===== src/rtl/counter.sv =====
// Parameterised up-counter with count enable, terminal-count flag and wrap pulse.
// Counts modulo MAX_VALUE+1; async active-high reset clears all state.
module counter #(
    parameter int unsigned           WIDTH     = 8,
    parameter logic [WIDTH-1:0]      MAX_VALUE = '1
) (
    input  logic             clk,
    input  logic             reset,
    input  logic             enable,
    output logic [WIDTH-1:0] count,
    output logic             at_max,
    output logic             wrap
);

    logic [WIDTH-1:0] count_q, count_d;
    logic             wrap_q, wrap_d;
    logic             term;

    assign term = (count_q == MAX_VALUE);

    always_comb begin
        count_d = count_q;
        wrap_d  = 1'b0;
        if (enable) begin
            if (term) begin
                count_d = '0;
                wrap_d  = 1'b1;
            end else begin
                count_d = count_q + WIDTH'(1);
            end
        end
    end

    always_ff @(posedge clk or posedge reset) begin
        if (reset) begin
            count_q <= '0;
            wrap_q  <= 1'b0;
        end else begin
            count_q <= count_d;
            wrap_q  <= wrap_d;
        end
    end

    assign count  = count_q;
    assign wrap   = wrap_q;
    assign at_max = term;

endmodule


===== config.mk =====
export PLATFORM = sky130hd
export DESIGN_NAME = counter
export DESIGN_NICKNAME = d
export VERILOG_FILES = /design/src/rtl/counter.sv
export SDC_FILE = /design/constraint.sdc
export NUM_CORES = 1
export LEC_CHECK = 0
export BUFFER_PORTS_ARGS = -buffer_cell sky130_fd_sc_hd__buf_2
export CORE_AREA = 2 2 39 41
export DETAILED_ROUTE_END_ITERATION = 10
export DIE_AREA = 0 0 41 43
export PLACE_DENSITY = 0.57
export SKIP_CTS_REPAIR_TIMING = 1
export SYNTH_ARGS = -nofsm -noshare
export SYNTH_HDL_FRONTEND = slang
export SYNTH_SLANG_ARGS = --single-unit

===== constraint.sdc =====
create_clock -name clk -period 1.5 [get_ports clk]
set_input_delay 0.075 -clock clk [delete_from_list [all_inputs] [get_ports clk]]
set_output_delay 0.075 -clock clk [all_outputs]
set_load 0.01 [all_outputs]

==> flow_summary.json <==
{
  "boundaryPins": 13,
  "numCtsBuffers": 3,
  "crit_path_end_kind": "output pin",
  "nets": 61,
  "vias": 383,
  "r2r_setup_slack_ns": 0.33,
  "status": "completed",
  "clkSinkCount": 9,
  "ys_warn_count": 0,
  "fin_crit_ns": 1.360,
  "hold_path_class": "in2reg",
  "antenna_found_initial": 0,
  "post_drt_via_cell_ratio": 5.319,
  "hold_viol_final": 0,
  "multiInputGateArea_sq_um": 206.4,
  "slew_headroom": 0.7803,
  "drtIter0Drc": 7,
  "cp-start-kind": "flop",
  "period_share": 0.9070,
  "seq_area_frac_synth": 0.5263,
  "detail_route.wl_per_cell_microns": 11.75,
  "irDropWorstVdd_v": 0.0006602,
  "grt_pass1_vias": 337,
  "overflow": 0,
  "worstPathRequired_ns": 1.42,
  "drcViolationCount": 0,
  "max_freq_ghz": 0.7351,
  "firstDrtPassIters": 4,
  "rsz0062_at_grt": "false",
  "drtAntennaViolNets": 0,
  "clkTransAtPathRegs_ns": 0.06,
  "coreArea_sq_mm": 0.001384,
  "fin_skew_ns": 0.003021,
  "synth-seq-cells": 9,
  "dieArea_sq_mm": 0.001763,
  "avgSynthCellArea_sq_um": 10.70,
  "gp_congestion": 0.7367,
  "port_buffers": 12,
  "syn_inst": 40,
  "setup_viol": 0,
  "die_x_microns": 41,
  "syn2layout_area_growth_pct": 29.24,
  "ys_types": 19,
  "arrival_ns": 1.29,
  "start_util": 0.3092,
  "powerDensity_mw_per_mm2": 1600,
  "drive_gt1_frac": 0.3393,
  "slew_violations": 0,
  "htree_levels": 1,
  "clockBufferDepth": 2,
  "worst_pin_slew_ns": 0.3292,
  "crit_type": "reg2out",
  "cts_tree": "done",
  "netlist_area_sq_um": 427.9,
  "cap_violations": 0,
  "grt_start_max_net_pins": 10,
  "ctsRootBufferMaster": "clkbuf_4",
  "holdPathStages": 3,
  "antenna_cells": 0,
  "grt_usage": 0.1192,
  "setup-tns-final_ns": 0,
  "worstSkewPairLatency_ns": 0.25,
  "ff2ff_path_depth": 3,
  "syn-num-nets": 44,
  "ff_latch_area_sq_um": 226.5,
  "cp_max_fo": 7,
  "rows": 14,
  "die_h_microns": 43,
  "fill_cells": 138,
  "wirelength_microns": 846,
  "holdWs_ns": 0.1550,
  "hpwlAfterDp_microns": 628.8,
  "p_leak_uw": 0.0002462,
  "grt_pass1_wl_microns": 1386
}
[critical path: stages, from the launching register on]
cell and delay, ns:
dfrtp_1 0.46, ha_4 0.20, nand3_1 0.08, nor2_1 0.14, buf_2 0.15
[cells by family (layout without fill, tap and decap cells)]
group,after synthesis,after routing,synth area share
simple gates,15,15,0.1871
compound gates,9,9,0.1491
flops,9,9,0.5263
xor+xnor,3,3,0.06141
buf+inv,2,18,0.02045
fa+ha+maj,1,1,0.02924
mux,1,1,0.02631
[where the power goes]
part	leakage (uW)	switching, uW	internal (uW)
sequential	0.000115	119	313
clock	0.0000150	77.2	102
combinational	0.000117	133	140
[sequential cells by signal, indices dropped and copies added (netlist names)]
| signal | count |
|---|---|
| wrap | 1 |
| count | 8 |
[cell type report]
type | instances | share of cell area
Clock buffer | 4 | 0.04751
Inverter | 1 | 0.006787
Multi-Input combinational cell | 29 | 0.3733
Sequential cell | 9 | 0.4095
Tap cell | 16 | 0.03620
Timing Repair Buffer | 13 | 0.1267
[cells in the mapped netlist]
| cell type | count | area share |
|---|---|---|
| dfrtp_1 | 9 | 0.53 |
| nand2_1 | 5 | 0.044 |
| o31ai_1 | 3 | 0.053 |
| xnor2_1 | 3 | 0.061 |
| nand2b_1 | 2 | 0.029 |
| nand3_1 | 2 | 0.023 |
| nand4_1 | 2 | 0.029 |
| nor2_1 | 2 | 0.018 |
| o21ai_0 | 2 | 0.023 |
| a21oi_1 | 1 | 0.012 |
| a32oi_1 | 1 | 0.020 |
| clkbuf_2 | 1 | 0.012 |
| ha_1 | 1 | 0.029 |
| inv_1 | 1 | 0.0088 |
| mux2_2 | 1 | 0.026 |
| nand4_2 | 1 | 0.029 |
| o221ai_1 | 1 | 0.020 |
| o41ai_1 | 1 | 0.020 |
| or2_1 | 1 | 0.015 |
[worst paths after layout]
path / startpoint / to
min reg2reg: count[4]$_DFFE_PP0P_ / count[4]$_DFFE_PP0P_
max reg2reg: count[2]$_DFFE_PP0P_ / count[6]$_DFFE_PP0P_
max: count[1]$_DFFE_PP0P_ / at_max
max in group asynchronous: reset / count[0]$_DFFE_PP0P_
min: enable / count[0]$_DFFE_PP0P_
min in group asynchronous: reset / wrap$_DFF_PP0_
[metrics by stage]
| step | power, uW | utilization | setup WS [ns] | cell area [sq um] | std cells |
|---|---|---|---|---|---|
| after floorplan | 580.3 | - | 0.2361 | 427.9 | 40 |
| after global placement | 683.8 | 0.3635 | 0.2607 | 503.0 | 67 |
| after detailed placement | 688.7 | 0.3635 | 0.2250 | 503.0 | 67 |
| after CTS | 873.6 | 0.3825 | 0.007298 | 529.3 | 71 |
| after global routing | 961.7 | 0.3996 | 0.04310 | 553.0 | 72 |
| final | 884.8 | 0.3996 | 0.1395 | 553.0 | 72 |
[placed cells by master (no fill, tap or decap), drive strengths merged, types with 2 or more instances in the layout]
cell type and n:
buf 12, clkbuf 4, dfrtp 9, nand2 5
nand2b 2, nand3 2, nand4 3, nor2 2
o21ai 2, o31ai 3, xnor2 3
[per-layer routing]
metal | vias to the layer above | track usage | share of wire
met1 | 182 | 0.1475 | 0.43
met4 | 0 | 0.08000 | 0.030
met3 | 2 | 0.04712 | 0.060
met5 | - | 0 | 0
li1 | 180 | - | -
met2 | 19 | 0.1625 | 0.47
Power figures use the tool's default switching activity.
